## src/rtl/crack_pkg.sv

```systemverilog
// Shared types and constants for the crack-engine scheduler.
package crack_pkg;

    localparam int KEY_W_DEF = 24;
    localparam int CT_AW     = 8;

    typedef enum logic [1:0] {
        IDLE  = 2'd0,
        START = 2'd1,
        RUN   = 2'd2,
        DONE  = 2'd3
    } sched_state_t;

endpackage

```

## src/rtl/ct_rr_arb.sv

```systemverilog
// Round-robin arbiter: one-hot grant to the first requester found scanning upward from ptr.
module ct_rr_arb #(
    parameter int N     = 2,
    parameter int PTR_W = 1
) (
    input  logic [N-1:0]     req,
    input  logic [PTR_W-1:0] ptr,
    output logic [N-1:0]     gnt
);

    logic found;

    always_comb begin
        gnt   = '0;
        found = 1'b0;
        for (int k = 0; k < N; k++) begin
            for (int i = 0; i < N; i++) begin
                if (!found && req[i] && (i == (int'(ptr) + k) % N)) begin
                    gnt[i] = 1'b1;
                    found  = 1'b1;
                end
            end
        end
    end

endmodule

```

## src/rtl/crack_sched.sv

```systemverilog
// Crack-engine scheduler: start/collect FSM plus round-robin sharing of the ciphertext port.
// Defining CRACK_SCHED_PERF_EN adds the perf_cycles RUN-cycle counter output.
import crack_pkg::*;

// state | meaning
// IDLE  | waiting for en while all engines are ready
// START | one-cycle start pulse to every engine
// RUN   | collecting engine completions, first valid key wins
// DONE  | one cycle with the result latched, then back to IDLE
module crack_sched #(
    parameter int NUM_ENG = 2,
    parameter int KEY_W   = KEY_W_DEF
) (
    input  logic                     clk,
    input  logic                     rst_n,
    input  logic                     en,
    output logic                     rdy,
    output logic [KEY_W-1:0]         key,
    output logic                     key_valid,
    output logic [NUM_ENG-1:0]       eng_en,
    input  logic [NUM_ENG-1:0]       eng_rdy,
    output logic [NUM_ENG*KEY_W-1:0] eng_key_start,
    input  logic [NUM_ENG*KEY_W-1:0] eng_key,
    input  logic [NUM_ENG-1:0]       eng_key_valid,
    input  logic [NUM_ENG-1:0]       eng_ct_req,
    input  logic [NUM_ENG*CT_AW-1:0] eng_ct_addr,
    output logic [NUM_ENG-1:0]       eng_ct_gnt,
    output logic [NUM_ENG-1:0]       eng_ct_rvalid,
    output logic [7:0]               eng_ct_rddata,
    output logic [CT_AW-1:0]         ct_addr,
    input  logic [7:0]               ct_rddata
`ifdef CRACK_SCHED_PERF_EN
    ,
    output logic [31:0]              perf_cycles
`endif
);

    localparam int PTR_W = (NUM_ENG > 1) ? $clog2(NUM_ENG) : 1;

    sched_state_t       state, state_nxt;
    logic               live;
    logic [KEY_W-1:0]   key_nxt, hit_key;
    logic               key_valid_nxt;
    logic [NUM_ENG-1:0] done_q, done_nxt;
    logic [NUM_ENG-1:0] seen_low, seen_low_nxt;
    logic [NUM_ENG-1:0] finish, hit;
    logic [NUM_ENG-1:0] arb_gnt;
    logic [PTR_W-1:0]   ptr, ptr_nxt;

    for (genvar gi = 0; gi < NUM_ENG; gi++) begin : g_key_start
        assign eng_key_start[gi*KEY_W +: KEY_W] = KEY_W'(gi);
    end

    // live holds rdy low until the first clock after reset release
    assign rdy    = live && (state == IDLE) && (&eng_rdy);
    assign finish = eng_rdy & seen_low & ~done_q;
    assign hit    = finish & eng_key_valid;

    always_comb begin
        hit_key = '0;
        for (int i = NUM_ENG - 1; i >= 0; i--) begin
            if (hit[i]) hit_key = eng_key[i*KEY_W +: KEY_W];
        end
    end

    always_ff @(posedge clk or negedge rst_n) begin
        if (!rst_n) begin
            state     <= IDLE;
            live      <= 1'b0;
            key       <= '0;
            key_valid <= 1'b0;
            done_q    <= '0;
            seen_low  <= '0;
        end else begin
            state     <= state_nxt;
            live      <= 1'b1;
            key       <= key_nxt;
            key_valid <= key_valid_nxt;
            done_q    <= done_nxt;
            seen_low  <= seen_low_nxt;
        end
    end

    always_comb begin
        state_nxt     = state;
        key_nxt       = key;
        key_valid_nxt = key_valid;
        done_nxt      = done_q;
        seen_low_nxt  = seen_low;
        eng_en        = '0;
        unique case (state)
            IDLE: begin
                if (rdy && en) begin
                    state_nxt     = START;
                    key_valid_nxt = 1'b0;
                    done_nxt      = '0;
                    seen_low_nxt  = '0;
                end
            end
            START: begin
                eng_en       = '1;
                seen_low_nxt = ~eng_rdy;
                state_nxt    = RUN;
            end
            RUN: begin
                seen_low_nxt = seen_low | ~eng_rdy;
                done_nxt     = done_q | finish;
                if (|hit) begin
                    key_nxt       = hit_key;
                    key_valid_nxt = 1'b1;
                    state_nxt     = DONE;
                end else if (&(done_q | finish)) begin
                    key_nxt       = '0;
                    key_valid_nxt = 1'b0;
                    state_nxt     = DONE;
                end
            end
            DONE:    state_nxt = IDLE;
            default: state_nxt = IDLE;
        endcase
    end

    ct_rr_arb #(
        .N     (NUM_ENG),
        .PTR_W (PTR_W)
    ) u_arb (
        .req (eng_ct_req),
        .ptr (ptr),
        .gnt (arb_gnt)
    );

    // grant is combinational, so it must also drop the instant reset asserts
    assign eng_ct_gnt    = arb_gnt & {NUM_ENG{rst_n}};
    assign eng_ct_rddata = ct_rddata;

    always_comb begin
        ptr_nxt = ptr;
        ct_addr = '0;
        for (int i = 0; i < NUM_ENG; i++) begin
            if (eng_ct_gnt[i]) begin
                ptr_nxt = PTR_W'((i + 1) % NUM_ENG);
                ct_addr = eng_ct_addr[i*CT_AW +: CT_AW];
            end
        end
    end

    always_ff @(posedge clk or negedge rst_n) begin
        if (!rst_n) begin
            ptr           <= '0;
            eng_ct_rvalid <= '0;
        end else begin
            ptr           <= ptr_nxt;
            eng_ct_rvalid <= eng_ct_gnt;
        end
    end

`ifdef CRACK_SCHED_PERF_EN
    always_ff @(posedge clk or negedge rst_n) begin
        if (!rst_n) begin
            perf_cycles <= '0;
        end else if (state == START) begin
            perf_cycles <= '0;
        end else if ((state == RUN) && (perf_cycles != 32'hFFFF_FFFF)) begin
            perf_cycles <= perf_cycles + 32'd1;
        end
    end
`endif

endmodule

```

## config.mk

```make
export PLATFORM = sky130hd
export DESIGN_NAME = crack_sched
export DESIGN_NICKNAME = d
export VERILOG_FILES = /design/src/rtl/crack_pkg.sv /design/src/rtl/ct_rr_arb.sv /design/src/rtl/crack_sched.sv
export SDC_FILE = /design/constraint.sdc
export NUM_CORES = 1
export LEC_CHECK = 0
export CORE_ASPECT_RATIO = 0.7
export CORE_MARGIN = 8
export CORE_UTILIZATION = 34
export DETAILED_ROUTE_END_ITERATION = 16
export GPL_TIMING_DRIVEN = 0
export MAX_ROUTING_LAYER = met4
export PLACE_DENSITY = 0.82
export SLEW_MARGIN = 20
export SYNTH_ARGS = -nofsm -noshare
export SYNTH_HDL_FRONTEND = slang
export SYNTH_SLANG_ARGS = --single-unit
```

## constraint.sdc

```tcl
create_clock -name clk -period 2 [get_ports clk]
set_input_delay 0.4 -clock clk [delete_from_list [all_inputs] [get_ports clk]]
set_output_delay 0.4 -clock clk [all_outputs]
set_load 0.1 [all_outputs]
```

---- Yosys cells after proc, flatten, opt, wreduce, memory -nomap -nowiden ----
Index checks and enable logic that the tools add are counted.
word-level totals
  bits in registers ....................... 35
  bits of input ports ..................... 81
  output and inout port bits .............. 96
  word-level logic and storage cells ...... 78
operators by class
  $add $sub $neg .......................... 1
  equality and inequality tests ........... 6
  muxes and demuxes ....................... 26
  bitwise gates (word level) .............. 9
  reductions and logical operators ........ 28
operators by type and width
  kind                                                  number
  2-to-1 mux 24 bit                                     4
  logical NOT 32 bit                                    2
  2-to-1 mux 8 bit                                      2
  AND reduction 2 bit                                   6
  2-to-1 mux 1 bit                                      11
  logical AND 1 bit                                     10
  2-to-1 mux 2 bit                                      5
  AND 2 bit                                             4
  case mux 2 bit (4 select lines)                       1
  case mux 2 bit (3 select lines)                       1
  nonzero test 2 bit                                    3
  equality test 2 bit (second input constant)           2
  inverter 2 bit                                        2
  bitwise OR 2 bit                                      2
  case mux 2 bit (2 select lines)                       1
  logical NOT 1 bit                                     3
  != test 3 bit (second input constant)                 1
  AND reduction 3 bit                                   1
  nonzero test 3 bit                                    1
  equality test 2 x 1 -> 1 bit (second input constant)  1
  equality test 2 bit (first input constant)            1
  logical NOT 2 bit                                     1
  != test 2 x 1 -> 1 bit (second input constant)        1
  case mux 1 bit (2 select lines)                       1
  other kinds (3)                                       3

---- Logic depth before layout (Yosys ltp) ----
  depth in word-level cells ............... 18
  mapped depth ............................ 7
  mapped depth without buffers ............ 6

---- By module ----
A second synthesis with hierarchy kept.
unflattened totals
  cell total of the unflattened synthesis .. 223
  area, all modules ....................... 2,321.0 um^2
modules (own cells, without submodules)
  module       times used  cells an instance  area an instance (um^2)  sequential area each (um^2)
  crack_sched  1           220                2,302.2                  875.8
  ct_rr_arb    1           3                  18.8                     0.0

---- Worst setup path after synthesis ----
OpenSTA, ideal clock, no wires.
  kind .................................... input to output
  start ................................... in rst_n
  end ..................................... out ct_addr[0]
  arrival time ............................ 3.247 ns
  required time ........................... 1.600 ns
  path slack .............................. -1.647 ns
  cell stages on the path ................. 3
  buffers on the path ..................... 0
  path through ............................ nand2_1 > a21oi_1 > a22o_1
on the way
  elaborated cells on any way between the ends .. 3
  those cells by class .................... mux (2); bitwise (1)
RTL lines
  item                line                source
  start: declaration  crack_sched.sv:15   input logic rst_n,
  AND 2 bit           crack_sched.sv:133  assign eng_ct_gnt = arb_gnt & {NUM_ENG{rst_n}};
  net eng_ct_gnt[1]   crack_sched.sv:27   output logic [NUM_ENG-1:0] eng_ct_gnt,
  2-to-1 mux 8 bit    crack_sched.sv:140  if (eng_ct_gnt[i]) begin
  end: declaration    crack_sched.sv:30   output logic [CT_AW-1:0] ct_addr,
The timed path passes the listed nets, and every way through them passes these cells.

---- Final worst setup path ----
  start ................................... in eng_ct_req[0]
  end ..................................... out ct_addr[2]
on the way
  word-level cells in the longest chain between the ends .. 16
  elaborated cells on any way between the ends .. 19
  those cells by class .................... mux (8); bitwise (1); reduce/logical (10)
ends and longest elaborated chain
  item                             line                source
  start: declaration               crack_sched.sv:25   input logic [NUM_ENG-1:0] eng_ct_req,
  logical AND 1 bit                ct_rr_arb.sv:18     if (!found && req[i] && (i == (int'(ptr) + k) % N)) begin
  2-to-1 mux 1 bit                 ct_rr_arb.sv:18
  logical NOT 1 bit                ct_rr_arb.sv:18
  logical AND 1 bit (2 in series)  ct_rr_arb.sv:18
  2-to-1 mux 1 bit                 ct_rr_arb.sv:18
  logical NOT 1 bit                ct_rr_arb.sv:18
  logical AND 1 bit (2 in series)  ct_rr_arb.sv:18
  2-to-1 mux 1 bit                 ct_rr_arb.sv:18
  logical NOT 1 bit                ct_rr_arb.sv:18
  logical AND 1 bit (2 in series)  ct_rr_arb.sv:18
  2-to-1 mux 1 bit                 ct_rr_arb.sv:18
  AND 2 bit (*)                    crack_sched.sv:133
  2-to-1 mux 8 bit (*)             crack_sched.sv:140
Mark *: on every way between the ends. The rest lies on a longest branch, timed or not.

==> out/summary.log <==
qor: min_path.worstHoldPathType in2async
qor: sta.fin_crit_period 1.941 ns
qor: finish.fillerInstances 579
qor: drt.remaining_drc_errors 0
qor: setup_path.worstSetupEndpointType primary output
qor: pwr.irDropWorstVdd 0.9627 mV
qor: finish.finish.cell_count_without_fillers 487
qor: clock_network.h_tree_levels 2
qor: synth.synth_sequential_area_ratio 0.3867
qor: sta.timing.final.max_slew_violations 0
qor: clock_network.clkTransAtPathRegs 0.07 ns
qor: placement.dpl-instance-area 0.003811 mm²
qor: floorplan.design.portCount 177
qor: sta.tightest_slew_margin_relative_to_the_limit 0.3326
qor: placement.dp_hpwl 6009 µm
qor: clock_network.clk_root_buffer_cell sky130_fd_sc_hd__clkbuf_8
qor: pwr.power_density_over_the_cells 1487 mW/mm²
qor: sta.finalClockSkew 0.01046 ns
qor: grt.grt.total_usage 0.1533
qor: sta.final_hold_viol_count 0
qor: synth.ys.warnings.count 0
qor: setup_path.path_class in2out
qor: synth.synth_area_leaders sky130_fd_sc_hd__dfrtp_1 39%, sky130_fd_sc_hd__buf_4 19%, sky130_fd_sc_hd__mux2i_1 11%, sky130_fd_sc_hd__o2bb2ai_1 9.3%, sky130_fd_sc_hd__a22o_1 3.5%
qor: drt.ant_nets 0
qor: synth.netlist_instances 211
qor: synth.number_of_library_cell_types_mapped_by_synthesis 31
qor: finish.multi_input_area 0.001131 mm²
qor: drt.route.detailed.wl_per_inst 15.23 µm
qor: floorplan.rows 25
qor: synth.netlist.top_cell.by_area sky130_fd_sc_hd__dfrtp_1
qor: job.max_cap_viol_count 0
qor: finish.commonest_non_fill_non_tap_cells_in_the_layout 69 x sky130_fd_sc_hd__clkdlybuf4s50_1, 63 x sky130_fd_sc_hd__buf_4, 49 x sky130_fd_sc_hd__conb_1, 36 x sky130_fd_sc_hd__dlygate4sd2_1, 34 x sky130_fd_sc_hd__dfrtp_1
qor: synth.syn-cell-area 0.002265 mm²
qor: drt.drt_iter0_markers 55
qor: floorplan.dieWidth 113.5 µm
qor: grt.pin_count_of_the_biggest_net_entering_global_routing 25
qor: synth.synth-seq-cells 35
qor: synth.yosys.area_share.xor_xnor 0
qor: floorplan.core-area 0.006600 mm²
qor: synth.yosys.area_share.simple 0.04641
qor: finish.layout.cells.most_common sky130_fd_sc_hd__clkdlybuf4s50_1
qor: synth.synth_fa_ha_area_frac 0.02762
qor: clock_network.clk-insertion-delay-late 0.28 ns
qor: placement.gp_routability_congestion 0.8170
qor: grt.globalRoute.totalOverflow 0
qor: floorplan.initial_utilization 0.3431
qor: synth.synth_largest_type_area_fraction 0.3867
qor: synth.avgSynthCellArea 10.73 µm²
qor: finish.fin_nets 478
qor: finish.num_antenna_cells 0
qor: grt.wire_length_of_the_first_global_routing_pass 11460 µm
qor: clock_network.cts.path.max_buffers 2
qor: setup_path.critical_path.startpoint_type primary input
qor: finish.post_route_cells_drive_above_1_share 0.2875
qor: clock_network.tritoncts_clock_tree built
qor: placement.placed_cells_incl_taps 473
qor: setup_path.wp_data_arrival 1.54 ns
qor: pwr.power.static_leakage 0.001948 µW
qor: pwr.totalPowerFinal 5850 µW
qor: finish.synthToLayoutAreaGrowth 73.70%
qor: sta.worstMarginPinSlew 1.005 ns
qor: drt.detailroute.via_count 2085
qor: sta.final_min_period_over_clock_period 0.9703
qor: grt.vias_in_the_first_global_route 2210
qor: clock_network.clkSinkCount 35
qor: setup_path.timing.critical_path.fanout_max 6
qor: setup_path.cp.required 1.60 ns
qor: sta.fmaxAchievable 515.3 MHz
qor: setup_path.regToRegStartpoint state[0]
qor: clock_network.cts-buffers-inserted 5
qor: drt.total_wire_length 7415 µm
qor: finish.area.sequential 877.1 µm²
qor: drt.detail_route.first_pass.iterations 5
qor: placement.numPortBuffers 120
qor: sta.rsz0062_at_grt no
qor: finish.stdcell_area 0.003934 mm²
qor: sta.totalNegativeSetupSlack 0 ns
qor: grt.number_of_antenna_violations_at_the_first_check_in_global_routing 0
qor: synth.synth_compound_area_frac 0.1956
qor: sta.final_setup_vio_count 0
qor: floorplan.floorplan.die_area 0.009570 mm²
qor: synth.muxShareOfSynthArea 0.1155
qor: setup_path.crit_path_start eng_ct_req[0]
qor: status.run_status finished, final reports clean
qor: floorplan.die_height 84.29 µm
qor: synth.combinational_family_with_the_most_area_after_synthesis buffers and inverters
qor: drt.avgViaCountPerCell 4.281
-- sequential cells by signal, summed over array words and instances (netlist names) --
signal / count
done_q: 2
eng_ct_rvalid: 2
key: 24
key_valid: 1
live: 1
ptr: 1
seen_low: 2
state: 2
-- cells in the mapped netlist --
cell type and count:
sky130_fd_sc_hd__a22oi_1 1, sky130_fd_sc_hd__a31oi_2 1, sky130_fd_sc_hd__clkbuf_1 1, sky130_fd_sc_hd__o21ai_0 2, sky130_fd_sc_hd__a22o_1 9, sky130_fd_sc_hd__dfrtp_1 35, sky130_fd_sc_hd__and4_1 1, sky130_fd_sc_hd__o211a_1 1
sky130_fd_sc_hd__nor4_1 1, sky130_fd_sc_hd__buf_2 5, sky130_fd_sc_hd__o21ai_2 1, sky130_fd_sc_hd__a21oi_1 6, sky130_fd_sc_hd__conb_1 2, sky130_fd_sc_hd__a211o_1 2, sky130_fd_sc_hd__buf_4 57, sky130_fd_sc_hd__o21bai_1 1
sky130_fd_sc_hd__o21ai_4 1, sky130_fd_sc_hd__mux2_2 1, sky130_fd_sc_hd__a31oi_1 2, sky130_fd_sc_hd__mux2i_1 25, sky130_fd_sc_hd__o31ai_4 1, sky130_fd_sc_hd__nand2b_1 2, sky130_fd_sc_hd__nand4_1 1, sky130_fd_sc_hd__nor2_1 2
sky130_fd_sc_hd__and4b_1 2, sky130_fd_sc_hd__buf_6 3, sky130_fd_sc_hd__o2bb2ai_1 24, sky130_fd_sc_hd__nor3_1 2, sky130_fd_sc_hd__ha_1 5, sky130_fd_sc_hd__inv_1 5, sky130_fd_sc_hd__nand2_1 9
-- per-stage QoR --
stage	utilization	hold slack, ns	setup slack [ns]
floorplan	-	0.1044	-0.1562
global placement	0.5752	0.4692	-2.451
detailed placement	0.5774	0.3204	-1.081
CTS	0.5915	0.07142	0.0002816
global route	0.5960	0.07352	0.0001726
finish	0.5960	0.07505	0.05941
-- per-layer routing --
layer	vias to the layer above	share of wire	track usage	wire length, µm
li1	1021	-	-	-
met2	106	0.49	0.2571	3660
met1	954	0.41	0.1701	3062
met3	4	0.086	0.05587	636
met4	0	0.0076	0.03614	56
met5	-	0	-	0
-- layout make-up --
class                      instances  area share
sequential                        35      0.2230
inverter                           5    0.004771
buffer                            66      0.1256
timing repair buffer             125      0.3085
clock inverter                     1    0.001272
clock buffer                       7     0.01940
multi-input combinational        154      0.2875
tap                               94     0.02990
-- worst max-delay path: stages --
cell and delay (ns):
sky130_fd_sc_hd__dlygate4sd2_1 0.36, sky130_fd_sc_hd__nand2_2 0.15, sky130_fd_sc_hd__a21oi_4 0.22, sky130_fd_sc_hd__a22o_2 0.19
sky130_fd_sc_hd__buf_6 0.22
-- report_power, final --
part / switching (µW) / internal (µW)
Sequential: 183 / 1010
Combinational: 3220 / 959
Clock: 237 / 244
Total: 3640 / 2210
-- what timing repair did --
item,in CTS,in global routing
cloned,2,0
hold endpoints to repair,11,0
hold buffers,1,0
setup buffers,1,2
resized for setup,125,10
endpoints found under the setup margin,47,13
-- worst paths after layout --
check	endpoint	slack, ns	cells after the start
worst min register to register	key[19]	0.48	1
worst min-delay path	state[0]	0.08	2
max in group asynchronous	ptr	0.97	2
min in group clk	key[19]	0.48	1
worst max-delay path	ct_addr[2]	0.06	5
worst max register to register	state[1]	0.19	6
-- cell families after synthesis --
group,Yosys count
buffers and inverters,71
AND/OR/NAND/NOR,20
adder cells (fa/ha/maj),5
flip-flops,35
multiplexers,26
AO/OA/AOI/OAI,52
other,2
Power figures use the tool's default switching activity.
